==> src/rtl/thermal_plant.sv <==
`default_nettype none
// ============================================================================
//  Module   : thermal_plant
//  Purpose  : Room / heater / cooler model closing the loop around a
//             thermostat controller. Temperature ramps at a fixed rate while
//             heating or cooling, drifts toward ambient while idle, and every
//             actuator change passes through a settle (dead-time) window.
//  Ports    : clk          - clock, rising edge
//             rst          - synchronous active-high reset
//             mode_i       - command: 00 idle, 10 heat, 01 cool, 11 invalid
//             ambient_i    - outside temperature
//             temp_o       - room temperature (registered)
//             temp_valid_o - one-cycle pulse when temp_o changes
//             active_o     - actuator actually applied (registered)
//             mode_err_o   - set the cycle after mode_i == 11 was sampled
//  Revision : 1.0 - initial release
// ============================================================================
module thermal_plant #(
    parameter int INIT_TEMP    = 20,
    parameter int HEAT_PERIOD  = 4,
    parameter int COOL_PERIOD  = 3,
    parameter int DRIFT_PERIOD = 8,
    parameter int SETTLE       = 2
) (
    input  logic       clk,
    input  logic       rst,
    input  logic [1:0] mode_i,
    input  logic [4:0] ambient_i,
    output logic [4:0] temp_o,
    output logic       temp_valid_o,
    output logic [1:0] active_o,
    output logic       mode_err_o
);

    // State codes for the three operating states equal the mode codes they
    // represent, so a state can be compared directly against the command.
    typedef enum logic [1:0] {
        ST_IDLE   = 2'b00,
        ST_COOL   = 2'b01,
        ST_HEAT   = 2'b10,
        ST_SETTLE = 2'b11
    } state_t;

    localparam logic [4:0] c_INIT_TEMP  = 5'(INIT_TEMP);
    localparam logic [7:0] c_HEAT_LAST  = 8'(HEAT_PERIOD - 1);
    localparam logic [7:0] c_COOL_LAST  = 8'(COOL_PERIOD - 1);
    localparam logic [7:0] c_DRIFT_LAST = 8'(DRIFT_PERIOD - 1);
    localparam logic [7:0] c_SETTLE_M1  = 8'(SETTLE - 1);
    localparam logic [1:0] c_MODE_IDLE  = 2'b00;
    localparam logic [1:0] c_MODE_BAD   = 2'b11;

    state_t     state_q,  state_d;
    logic [1:0] target_q, target_d;
    logic [7:0] scnt_q,   scnt_d;
    logic [7:0] rcnt_q,   rcnt_d;
    logic [4:0] temp_q,   temp_d;
    logic [1:0] active_q, active_d;
    logic       tvalid_q;
    logic       err_q;

    logic [1:0] w_eff;
    logic [1:0] w_state_code;

    // Saturating +/-1 on a 6-bit widened copy: the carry/borrow bit marks
    // the out-of-range result.
    function automatic logic [4:0] f_inc(input logic [4:0] t);
        logic [5:0] s;
        s = {1'b0, t} + 6'd1;
        return s[5] ? 5'd31 : s[4:0];
    endfunction

    function automatic logic [4:0] f_dec(input logic [4:0] t);
        logic [5:0] s;
        s = {1'b0, t} - 6'd1;
        return s[5] ? 5'd0 : s[4:0];
    endfunction

    // The invalid code is treated as idle everywhere.
    assign w_eff        = (mode_i == c_MODE_BAD) ? c_MODE_IDLE : mode_i;
    assign w_state_code = state_q;

    always_comb begin
        state_d  = state_q;
        target_d = target_q;
        scnt_d   = scnt_q;
        rcnt_d   = rcnt_q;
        temp_d   = temp_q;
        active_d = active_q;

        case (state_q)
            ST_SETTLE: begin
                if (w_eff != target_q) begin
                    // Command moved again: retarget and restart dead-time.
                    target_d = w_eff;
                    scnt_d   = c_SETTLE_M1;
                end else if (scnt_q == 8'd0) begin
                    state_d  = state_t'(target_q);
                    rcnt_d   = 8'd0;
                    active_d = target_q;
                end else begin
                    scnt_d = scnt_q - 8'd1;
                end
            end
            default: begin
                if (w_eff != w_state_code) begin
                    state_d  = ST_SETTLE;
                    target_d = w_eff;
                    scnt_d   = c_SETTLE_M1;
                    rcnt_d   = 8'd0;
                    active_d = c_MODE_IDLE;
                end else begin
                    case (state_q)
                        ST_HEAT: begin
                            if (rcnt_q == c_HEAT_LAST) begin
                                rcnt_d = 8'd0;
                                temp_d = f_inc(temp_q);
                            end else begin
                                rcnt_d = rcnt_q + 8'd1;
                            end
                        end
                        ST_COOL: begin
                            if (rcnt_q == c_COOL_LAST) begin
                                rcnt_d = 8'd0;
                                temp_d = f_dec(temp_q);
                            end else begin
                                rcnt_d = rcnt_q + 8'd1;
                            end
                        end
                        default: begin
                            // Idle: the rate counter wraps even when temp
                            // already equals ambient.
                            if (rcnt_q == c_DRIFT_LAST) begin
                                rcnt_d = 8'd0;
                                if (temp_q < ambient_i) begin
                                    temp_d = f_inc(temp_q);
                                end else if (temp_q > ambient_i) begin
                                    temp_d = f_dec(temp_q);
                                end
                            end else begin
                                rcnt_d = rcnt_q + 8'd1;
                            end
                        end
                    endcase
                end
            end
        endcase
    end

    always_ff @(posedge clk) begin
        if (rst) begin
            state_q  <= ST_IDLE;
            target_q <= c_MODE_IDLE;
            scnt_q   <= 8'd0;
            rcnt_q   <= 8'd0;
            temp_q   <= c_INIT_TEMP;
            active_q <= c_MODE_IDLE;
            tvalid_q <= 1'b0;
            err_q    <= 1'b0;
        end else begin
            state_q  <= state_d;
            target_q <= target_d;
            scnt_q   <= scnt_d;
            rcnt_q   <= rcnt_d;
            temp_q   <= temp_d;
            active_q <= active_d;
            // Pulse only on a real change; saturated or at-ambient steps
            // leave temp_d equal to temp_q.
            tvalid_q <= (temp_d != temp_q);
            err_q    <= (mode_i == c_MODE_BAD);
        end
    end

    assign temp_o       = temp_q;
    assign temp_valid_o = tvalid_q;
    assign active_o     = active_q;
    assign mode_err_o   = err_q;

endmodule
`default_nettype wire
==> config.mk <==
export PLATFORM = sky130hd
export DESIGN_NAME = thermal_plant
export DESIGN_NICKNAME = d
export VERILOG_FILES = /design/src/rtl/thermal_plant.sv
export SDC_FILE = /design/constraint.sdc
export NUM_CORES = 1
export LEC_CHECK = 0
export CAP_MARGIN = 30
export CORE_UTILIZATION = 57
export CTS_CLUSTER_SIZE = 40
export DETAILED_ROUTE_END_ITERATION = 6
export GPL_ROUTABILITY_DRIVEN = 0
export GPL_TIMING_DRIVEN = 0
export PLACE_DENSITY_LB_ADDON = 0.12
export SYNTH_ARGS = -nofsm -noshare
export SYNTH_HDL_FRONTEND = slang
export SYNTH_SLANG_ARGS = --single-unit
==> constraint.sdc <==
create_clock -name clk -period 3.7 [get_ports clk]
set_clock_uncertainty 0.05 [all_clocks]
set_input_delay 0.74 -clock clk [delete_from_list [all_inputs] [get_ports clk]]
set_output_delay 0.74 -clock clk [all_outputs]
set_load 0.02 [all_outputs]
== Word-level counts from Yosys, hierarchy flattened ==
Cells that the tools add are included.

* Add/subtract/negate cells: 4
* Magnitude comparators: 2
* Equality and inequality tests: 14
* Mux-type cells: 32
* Reduce and logical (&&, ||, !) cells: 6

{| class="wikitable"
|+ Operator list
! cell !! number
|-
| $mux 8 || 11
|-
| $mux 5 || 9
|-
| $mux 2 || 10
|-
| $eq 8x2->1 const B || 2
|-
| $pmux 8 s2 || 1
|-
| $pmux 5 s2 || 1
|-
| $add 8x1->8 const B || 1
|-
| $eq 8x3->1 const B || 1
|-
| $logic_not 8->1 || 1
|-
| $sub 8x1->8 const B || 1
|-
| $add 5x1->6 const B || 1
|-
| $eq 2x2->1 const B || 3
|-
| $ne 2x2->1 const B || 3
|-
| $reduce_and 2->1 || 3
|-
| $sub 5x1->6 const B || 1
|-
| $gt 5x5->1 || 1
|-
| $lt 5x5->1 || 1
|-
| $ne 5x5->1 || 1
|-
| $ne 2x2->1 || 2
|-
| $ne 3x3->1 const B || 1
|-
| $reduce_and 3->1 || 1
|-
| $eq 2x1->1 const B || 1
|-
| $reduce_bool 2->1 || 1
|}

* Register bits after elaboration: 29
* Bits of input ports: 9
* Output and inout bits: 9
* Logic and storage cells: 66

== Logic depth before layout (Yosys ltp) ==
Gate-level depths: netlist (run 1).

* Depth after elaboration: 9
* Gate-level depth with buffers: 10
* Depth with buffers taken out: 9

== Worst setup path after synthesis (run 1) ==
OpenSTA, ideal clock, no wires.

* Kind: input port to flip-flop
* Start point: input ambient_i[4]
* End point: register tvalid_q (netlist: temp_valid_o)
* Library setup time: 0.137 ns
* Arrival: 2.478 ns
* Required time: 3.513 ns
* Path slack: 1.035 ns
* Stages: 9
* Buffers on the path: 0
* Path through: inv_1 ha_1 nand3b_1 or4b_1 o32a_1 o22ai_2 nor3_1 a31oi_1 a41oi_1

* Longest elaborated chain between the ends: 8
* Elaborated cells between the ends (all ways): 9
* Those cells by class: 2 x order compare; 1 x eq/ne; 6 x mux

{| class="wikitable"
|+ RTL lines
! element !! RTL line !! RTL
|-
| from (decl) || 28 || <nowiki>input logic [4:0] ambient_i,</nowiki>
|-
| $gt 5x5->1 || 136 || <nowiki>end else if (temp_q > ambient_i) begin</nowiki>
|-
| $mux 5 || 136 ||
|-
| $mux 5 * || 134 || <nowiki>if (temp_q < ambient_i) begin</nowiki>
|-
| $mux 5 * || 132 || <nowiki>if (rcnt_q == c_DRIFT_LAST) begin</nowiki>
|-
| $pmux 5 s2 * || 112 || <nowiki>case (state_q)</nowiki>
|-
| $mux 5 * || 105 || <nowiki>if (w_eff != w_state_code) begin</nowiki>
|-
| $mux 5 * || 90 || <nowiki>case (state_q)</nowiki>
|-
| $ne 5x5->1 * || 168 || <nowiki>tvalid_q <= (temp_d != temp_q);</nowiki>
|-
| to (signal assigned) || 168 ||
|-
| to (decl) || 58 || <nowiki>logic tvalid_q;</nowiki>
|}

Every way passes the cells marked *; elsewhere a longest branch is shown, timed or not.
A chain may end at the register's enable or synchronous reset.

== Worst setup path in the final report (run 1) ==
Ends and elaborated chain as after synthesis.

==> results.yml, run 1 <==
critical_path:
  r2r-start: "state_q[0]"
  worstSetupEndpointType: "flip-flop"
  setup.worst_path.start: "ambient_i[4]"
  rr_endpoint: "temp_valid_o"
  reg2reg_slack_ns: 0.75
  required_ns: 3.80
  worstSetupPathType: "in -> reg"
  setup.worst_path.end: "temp_valid_o"
  arrival_ns: 3.23
  cp_max_fo: 5
  worst_setup_path_start_kind: "primary input"
  rr_worst_depth: 10
clocking:
  ctsHoldBuffers: 0
  cts_max_level: 2
  ctsResizeCount: 0
  clk_latency_ns: 0.29
  numCtsBuffers: 5
  clkSlewWorstSetupHoldPaths_ns: 0.07
  clkSinkCount: 29
  ctsLongestPathBuffers: 2
  cts_tree: "built"
  cts_setup_buffers: 0
  root_buffer: "clkbuf_8"
power_and_ir_drop:
  switchingPower_w: 0.000487
  netSwitchingFraction_pct: 38.3
  comb_power_share_pct: 41.4
  pwr-share-seq_pct: 31.4
  power.internal_w: 0.000784
  p_per_area_nw_per_um2: 506
  power_frac_clock_pct: 27.3
  finalPower_w: 0.00127
  p_leak_nw: 0.956
  ir_drop_mv: 0.282
floorplan:
  initial_core_util_pct: 59.2
  rows: 22
  fp.dieH_um: 63.6
  dieArea_um2: 4050
  core_area_um2: 3660
  die_w_um: 63.6
  ioPinCount: 18
timing:
  grt_setup_unrepaired: "false"
  setup_slack_ns: 0.576
  fmax_mhz: 320
  setup_violations: 0
  worst_pin_slew_ns: 0.684
  drv_slew: 0
  period_share_pct: 84.4
  period_minus_slack_ns: 3.12
  slew_headroom_pct: 54.1
  hold_viol: 0
  finalSetupTns_ns: 0
placed_design:
  post-place-cells: 351
  portBuffers: 17
  dp_hpwl_um: 3820
  post_dp_cell_area_um2: 2400
  place_ws_ns: 0.328
synth:
  syn_avg_cell_area_um2: 7.57
  ys_seq_area_share_pct: 26.8
  synth_edf_count: 0
  synthArstFlopShare_pct: 0
  netlist_instances: 286
  synthFlopType: "dfxtp_1"
  ys_warn_count: 0
  yosys_register_bits: 29
  netlist_area_um2: 2170
  syn_nets: 309
  synth.area.top_cells: "dfxtp_1 (27%), ha_1 (8.1%), nor2_1 (5.5%), a21oi_1 (4.4%), nand2_1 (4.2%)"
  ys_types: 56
  synth_top_cell_by_area: "dfxtp_1"
  yosys.area.top_type_share_pct: 26.8
cells_and_area:
  final_nets: 333
  seqCellArea_um2: 581
  multi_input_area_um2: 1460
  fin_area_um2: 2510
  fin_cells: 359
  nFillCells: 325
  drive_above_1_share_pct: 4.50
  area_growth_pct: 16.0
  diodes: 0
hold_path:
  min_path_type: "reg -> reg"
  hold_start: "active_o[1]"
global_routing:
  overflow: 0
  grt_pass1_vias: 2025
  grt_first_pass_wirelength_um: 8910
  grt_max_degree: 11
  gr-usage-all-layers_pct: 28.2
  antenna_found_initial: 0
routing:
  drtPass1Iterations: 5
  ant_nets: 0
  drc: 0
  wl_per_cell_um: 14.8
  drt_iter0_drc: 171
  routed_wl_um: 5300
  routed_via_density: 6.23
  dr_total_vias: 2237
outcome:
  outcome: "finished clean"
run:
  maxCapViolCount: 0
## cells in the mapped netlist (all sizes together), types with 5 or more instances
cell / n
nor2: 32
dfxtp: 29
nand2: 24
inv: 21
a21oi: 19
o21ai: 15
ha: 14
nand3: 13
clkbuf: 11
nor4: 9
nand3b: 8
nor3: 7
xor2: 7
nand4: 5
## registers in the layout (all words and copies together) (netlist names)
name and cells:
temp_valid_o 1, rcnt_q 8, state_q 2, mode_err_o 1, active_o 2, scnt_q 8, temp_o 5, target_q 2
## layer usage
metal	wire length [um]	vias to the layer above	GRT usage (%)	part of all wire [%]
li1	-	1094	-	-
met1	2420	1041	35.6	46
met2	2450	83	44.3	46
met3	288	19	6.52	5.4
met4	140	0	14.8	2.6
met5	0	-	0	0
## cells in the final DEF, fill, tap and decap left out, drive strengths merged, types with 4 or more instances in the layout
| master | instances |
|---|---|
| nor2 | 32 |
| ha | 14 |
| xor2 | 7 |
| nand2 | 24 |
| and3 | 4 |
| nand3 | 13 |
| clkbuf | 18 |
| nand3b | 8 |
| inv | 21 |
| a211oi | 4 |
| dfxtp | 29 |
| clkdlybuf4s50 | 17 |
| nor4 | 9 |
| a21oi | 19 |
| o21ai | 15 |
| nor3 | 7 |
| nand2b | 4 |
| nand4 | 5 |
## critical path, stage by stage
cell             delay [ns]
clkdlybuf4s50_1        0.45
inv_1                  0.04
ha_1                   0.24
nand3b_1               0.20
or4b_1                 0.52
o32a_1                 0.40
nor2_1                 0.19
o21ai_0                0.11
o21bai_1               0.18
a41oi_1                0.14
## layout make-up
class	count	share of cell area, %
clock inverter	1	1.20
tap	48	2.39
timing repair buffer	17	6.77
sequential	29	23.1
clock buffer	7	3.44
inverter	21	3.14
multi-input combinational	224	58.0
buffer	12	1.94
## through the flow
| stage | hold slack, ns | util (%) |
|---|---|---|
| global placement | 0.395 | 65.4 |
| global route | 0.421 | 68.6 |
| detailed placement | 0.401 | 65.4 |
| floorplan | 0.408 | - |
| CTS | 0.408 | 68.6 |
| finish | 0.405 | 68.6 |
## cell families (layout without fill, tap and decap cells)
family | after synthesis | in the layout | share of synthesized area [%]
AOI/OAI and AO/OA | 76 | 76 | 24.0
xor gates and xnor gates | 10 | 10 | 4.04
adders and majority gates | 14 | 14 | 8.09
buffers and inverters | 33 | 58 | 5.89
DFF | 29 | 29 | 26.8
muxes | 1 | 1 | 0.462
and+or+nand+nor | 123 | 123 | 30.7
## how the worst min path moves through the flow
| stage | to | cells after the start | slack, ns |
|---|---|---|---|
| 2_1_floorplan | scnt_q[6] | 2 | 0.41 |
| 4_1_cts | active_o[1] | 2 | 0.41 |
| 6_report | active_o[1] | 2 | 0.41 |
| 3_3_place_gp | active_o[1] | 2 | 0.39 |
| 5_1_grt | active_o[1] | 2 | 0.42 |
| 3_5_place_dp | active_o[1] | 2 | 0.40 |
## power groups by stage
stage	logic (W)	registers, W	clock network [W]
6_report	0.000526	0.000399	0.000346
3_5_place_dp	0.000511	0.000404	0
2_1_floorplan	0.000377	0.000408	0
3_3_place_gp	0.000506	0.000403	0
4_1_cts	0.000516	0.000397	0.000353
5_1_grt	0.000586	0.000404	0.000365
(Power assumes the default switching activity.)
==> run 2, diff against run 1 <==
==> constraint.sdc (replaced) <==
create_clock -name clk -period 3.1 [get_ports clk]
set_clock_uncertainty 0.05 [all_clocks]
set_input_delay 0.62 -clock clk [delete_from_list [all_inputs] [get_ports clk]]
set_output_delay 0.62 -clock clk [all_outputs]
set_load 0.02 [all_outputs]
==> results.yml, run 2 (synthesized netlist as in run 1, its figures left out) <==
outcome:
  outcome: "finished clean"
clocking:
  ctsLongestPathBuffers: 2
  clk_latency_ns: 0.29
  cts_tree: "built"
  numCtsBuffers: 5
  clkSlewWorstSetupHoldPaths_ns: 0.07
  root_buffer: "clkbuf_8"
  cts_max_level: 2
  ctsHoldBuffers: 0
  clkSinkCount: 29
critical_path:
  cp_slowest_cell: "or4b_1"
  required_ns: 3.20
  worst_setup_path_start_kind: "primary input"
  worstSetupEndpointType: "flip-flop"
  rr_worst_depth: 9
  crit_path_cell_trace: "clkdlybuf4s50_1 -> inv_1 -> ha_2 -> nand3b_1 -> or4b_1 -> o32a_1 -> nor2_1 -> o21ai_0 -> o21bai_1 -> a41oi_1"
  slowest_delay_ns: 0.52
  worstSetupPathType: "in -> reg"
  cp_max_fo: 5
  arrival_ns: 3.09
global_routing:
  grt_pass1_vias: 2025
  antenna_found_initial: 0
  overflow: 0
  gr-usage-all-layers_pct: 28.2
  grt_first_pass_wirelength_um: 8910
  grt_max_degree: 11
hold_path:
  holdPathStages: 2
  min_path_type: "reg -> reg"
routing:
  dr_total_vias: 2241
  drt_iter0_drc: 174
  ant_nets: 0
  routed_via_density: 6.24
  routed_wl_um: 5350
  drtPass1Iterations: 5
  drc: 0
  wl_per_cell_um: 14.9
power_and_ir_drop:
  netSwitchingFraction_pct: 38.3
  pwr-share-seq_pct: 31.2
  power_frac_clock_pct: 27.2
  finalPower_w: 0.00152
  switchingPower_w: 0.000584
  comb_power_share_pct: 41.6
  ir_drop_mv: 0.336
  p_per_area_nw_per_um2: 603
  power.internal_w: 0.000939
  p_leak_nw: 0.960
cells_and_area:
  drive_above_1_share_pct: 5.47
  final_nets: 333
  area_growth_pct: 16.6
  diodes: 0
  final_cell_mix: "nor2_1 (32), dfxtp_1 (29), nand2_1 (24)"
  layout_commonest_cell: "nor2_1"
floorplan:
  rows: 22
  die_w_um: 63.6
  dieArea_um2: 4050
  initial_core_util_pct: 59.2
  ioPinCount: 18
  core_area_um2: 3660
  fp.dieH_um: 63.6
placed_design:
  portBuffers: 17
  dp_hpwl_um: 3820
timing:
  drv_slew: 0
  holdWs_ns: 0.405
  setup_violations: 0
  worst_pin_slew_ns: 0.698
  slew_headroom_pct: 53.2
  period_minus_slack_ns: 2.98
  grt_setup_unrepaired: "false"
  fmax_mhz: 335
  hold_viol: 0
  period_share_pct: 96.3
run:
  maxCapViolCount: 0
==> run 2: cell type report <==
type                       count  area [um2]
sequential                    29         581
timing repair buffer          18         178
fill                         326        1140
tap                           48        60.1
inverter                      21        78.8
clock inverter                 1        30.0
multi-input combinational    224        1470
clock buffer                   7        86.3
buffer                        11        45.0
==> run 2: repair_timing <==
item / 4_1_cts / 5_1_grt
endpoints found under the setup margin: 0 / 2
setup buffers: 0 / 1
gates resized for setup: 0 / 3
==> run 2: worst max-delay path: cells and delay by family <==
kind,cells,cell delay (ns)
simple gates,3,0.89
fa+ha+maj,1,0.20
buf+inv,2,0.49
compound gates,4,0.87
==> run 2: stage by stage <==
step           std cells  setup WS [ns]  TNS [ns]  instance area, um2  utilization [%]
5_1_grt              359        0.00512         0                2520             69.0
2_1_floorplan        286          0.536         0                2170                -
4_1_cts              359          0.149         0                2510             68.6
3_3_place_gp         351         -0.143    -0.174                2400             65.4
6_report             359          0.115         0                2520             69.0
3_5_place_dp         351         -0.152    -0.220                2400             65.4
==> run 2: power by group through the flow <==
| stage | Combinational [W] | Clock, W | Sequential [W] |
|---|---|---|---|
| final | 0.000633 | 0.000414 | 0.000476 |
| after global routing | 0.000702 | 0.000436 | 0.000482 |
| after CTS | 0.000616 | 0.000421 | 0.000474 |
| after detailed placement | 0.000610 | 0 | 0.000482 |
| after global placement | 0.000604 | 0 | 0.000481 |
| after floorplan | 0.000450 | 0 | 0.000487 |
==> run 2: path summary, 6_finish.rpt <==
path                     start      endpoint  slack, ns
hold / removal     active_o[1]   active_o[1]       0.40
setup reg to reg    state_q[0]  temp_valid_o       0.24
setup / recovery  ambient_i[4]  temp_valid_o       0.12
hold reg to reg    active_o[1]   active_o[1]       0.40
==> run 2: per-layer routing <==
layer / part of all wire, % / GRT usage, %
met2: 46 / 44.3
met4: 2.6 / 14.8
met1: 45 / 35.6
met5: 0 / 0
met3: 5.8 / 6.52
==> run 3, diff against run 2 <==
--- a/config.mk
+++ b/config.mk
@@ -6,7 +6,9 @@
 export NUM_CORES = 1
 export LEC_CHECK = 0
 export CAP_MARGIN = 30
-export CORE_UTILIZATION = 57
+export CELL_PAD_IN_SITES_DETAIL_PLACEMENT = 1
+export CELL_PAD_IN_SITES_GLOBAL_PLACEMENT = 1
+export CORE_UTILIZATION = 43
 export CTS_CLUSTER_SIZE = 40
 export DETAILED_ROUTE_END_ITERATION = 6
 export GPL_ROUTABILITY_DRIVEN = 0
==> results.yml, run 3 (synthesized netlist as in run 1, its figures left out) <==
clocking:
  cts_setup_buffers: 0
  clkSlewWorstSetupHoldPaths_ns: 0.07
  clk_latency_ns: 0.29
  ctsLongestPathBuffers: 2
  cts_tree: "built"
  cts_max_level: 2
  root_buffer: "clkbuf_8"
  numCtsBuffers: 5
  clkSinkCount: 29
  ctsHoldBuffers: 0
critical_path:
  crit_path_cell_trace: "clkdlybuf4s50_1 -> inv_1 -> ha_2 -> nand3b_1 -> or4b_1 -> o32a_1 -> nor2_2 -> o21ai_0 -> o21bai_1 -> a41oi_1"
  cp_slowest_cell: "or4b_1"
  r2r-start: "state_q[0]"
  rr_endpoint: "temp_valid_o"
  crit_family: "compound AO/OA/AOI/OAI gates"
  worstSetupPathType: "in -> reg"
  critPathBufInv: 2
  slowest_delay_ns: 0.52
  rr_worst_depth: 9
  worstSetupEndpointType: "flip-flop"
  cp_max_fo: 5
  worst_setup_path_start_kind: "primary input"
  required_ns: 3.20
  arrival_ns: 3.10
  reg2reg_slack_ns: 0.21
timing:
  fmax_mhz: 334
  drv_slew: 0
  slew_headroom_pct: 55.7
  period_share_pct: 96.6
  hold_viol: 0
  worst_pin_slew_ns: 0.664
  grt_setup_unrepaired: "false"
  period_minus_slack_ns: 3.00
  holdWs_ns: 0.422
  setup_violations: 0
floorplan:
  fp.dieH_um: 73.0
  ioPinCount: 18
  die_w_um: 73.0
  core_area_um2: 4790
  initial_core_util_pct: 45.3
  rows: 25
  dieArea_um2: 5320
global_routing:
  grtUsageMet2_pct: 42.6
  gr-usage-all-layers_pct: 25.1
  grtUsageMet1_pct: 30.9
  grt_first_pass_wirelength_um: 10200
  grt_max_degree: 11
  grt.busiest_layer: "met2"
  grt_pass1_vias: 2185
  overflow: 0
  antenna_found_initial: 0
  use_met3_pct: 5.11
outcome:
  outcome: "finished clean"
power_and_ir_drop:
  ir_drop_mv: 0.419
  p_leak_nw: 0.940
  finalPower_w: 0.00144
  p_per_area_nw_per_um2: 574
hold_path:
  min_path_type: "reg -> reg"
  worstHoldEndpoint: "active_o[1]"
  hold_start: "active_o[1]"
  holdPathStages: 2
cells_and_area:
  diodes: 0
  final_cell_mix: "nor2_1 (31), dfxtp_1 (29), nand2_1 (24)"
  drive_above_1_share_pct: 5.48
  fin_cells: 377
  final_nets: 332
  area_growth_pct: 15.8
  layout_commonest_cell: "nor2_1"
  fin_area_um2: 2510
  final_core_util_pct: 52.4
routing:
  ant_nets: 0
  drt_iter0_drc: 99
  drc: 0
  drtPass1Iterations: 4
  routed_wl_um: 6110
  wl_per_cell_um: 16.2
  dr_total_vias: 2217
  routed_via_density: 5.88
placed_design:
  portBuffers: 17
  dp_hpwl_um: 4660
  post_dp_cell_area_um2: 2420
  post-place-cells: 370
run:
  maxCapViolCount: 0
## run 3: cell count changes in the layout (fill, tap and decap cells not counted), sizes merged
cell,previous run,this run
clkinv,0,2
buf,2,1
bufinv,1,0
clkbuf,17,15
clkinvlp,0,1
## run 3: cell type report
type | instances | area (um2)
repair buffers | 17 | 170
clock buffers | 5 | 68.8
fillers | 622 | 2280
well taps | 67 | 83.8
inverters | 21 | 78.8
plain buffers | 11 | 45.0
flip-flops and latches | 29 | 581
clock inverters | 3 | 17.5
multi-input cells | 224 | 1460
## run 3: timing repair
item / in CTS / in global routing
setup endpoints to repair: 0 / 1
gates resized for setup: 0 / 3
hold endpoints to repair: 0 / 0
## run 3: routing by layer
| layer | wire length [um] | vias up |
|---|---|---|
| met5 | 0 | - |
| met4 | 154 | 0 |
| met3 | 177 | 16 |
| met2 | 2840 | 39 |
| met1 | 2940 | 1068 |
| li1 | - | 1094 |
## run 3: worst max path at each step
stage | start | to | depth (start not counted)
floorplan | state_q[0] | temp_valid_o | 10
global placement | ambient_i[4] | temp_valid_o | 10
detailed placement | ambient_i[4] | temp_valid_o | 10
CTS | ambient_i[4] | temp_valid_o | 10
global route | ambient_i[2] | temp_valid_o | 10
finish | ambient_i[4] | temp_valid_o | 10
## run 3: where the power goes
group / leakage (nW) / switching (W) / internal [W]
combinational: 0.660 / 0.000391 / 0.000253
clock: 0.0439 / 0.000162 / 0.000155
sequential: 0.236 / 0.0000559 / 0.000422
total: 0.940 / 0.000609 / 0.000830
## run 3: per-stage QoR
stage               setup TNS (ns)  setup slack (ns)
global route                     0            0.0223
finish                           0             0.104
floorplan                        0             0.536
CTS                              0            0.0510
global placement            -0.262            -0.184
detailed placement          -0.407            -0.243
## run 3: worst register-to-register path, cell delays in order, from the launching register on
cell	delay [ns]
dfxtp_1	0.43
inv_1	0.10
ha_1	0.43
nand3b_1	0.14
or4b_1	0.52
o32a_1	0.45
nor2_2	0.16
o21ai_0	0.11
o21bai_1	0.20
a41oi_1	0.15
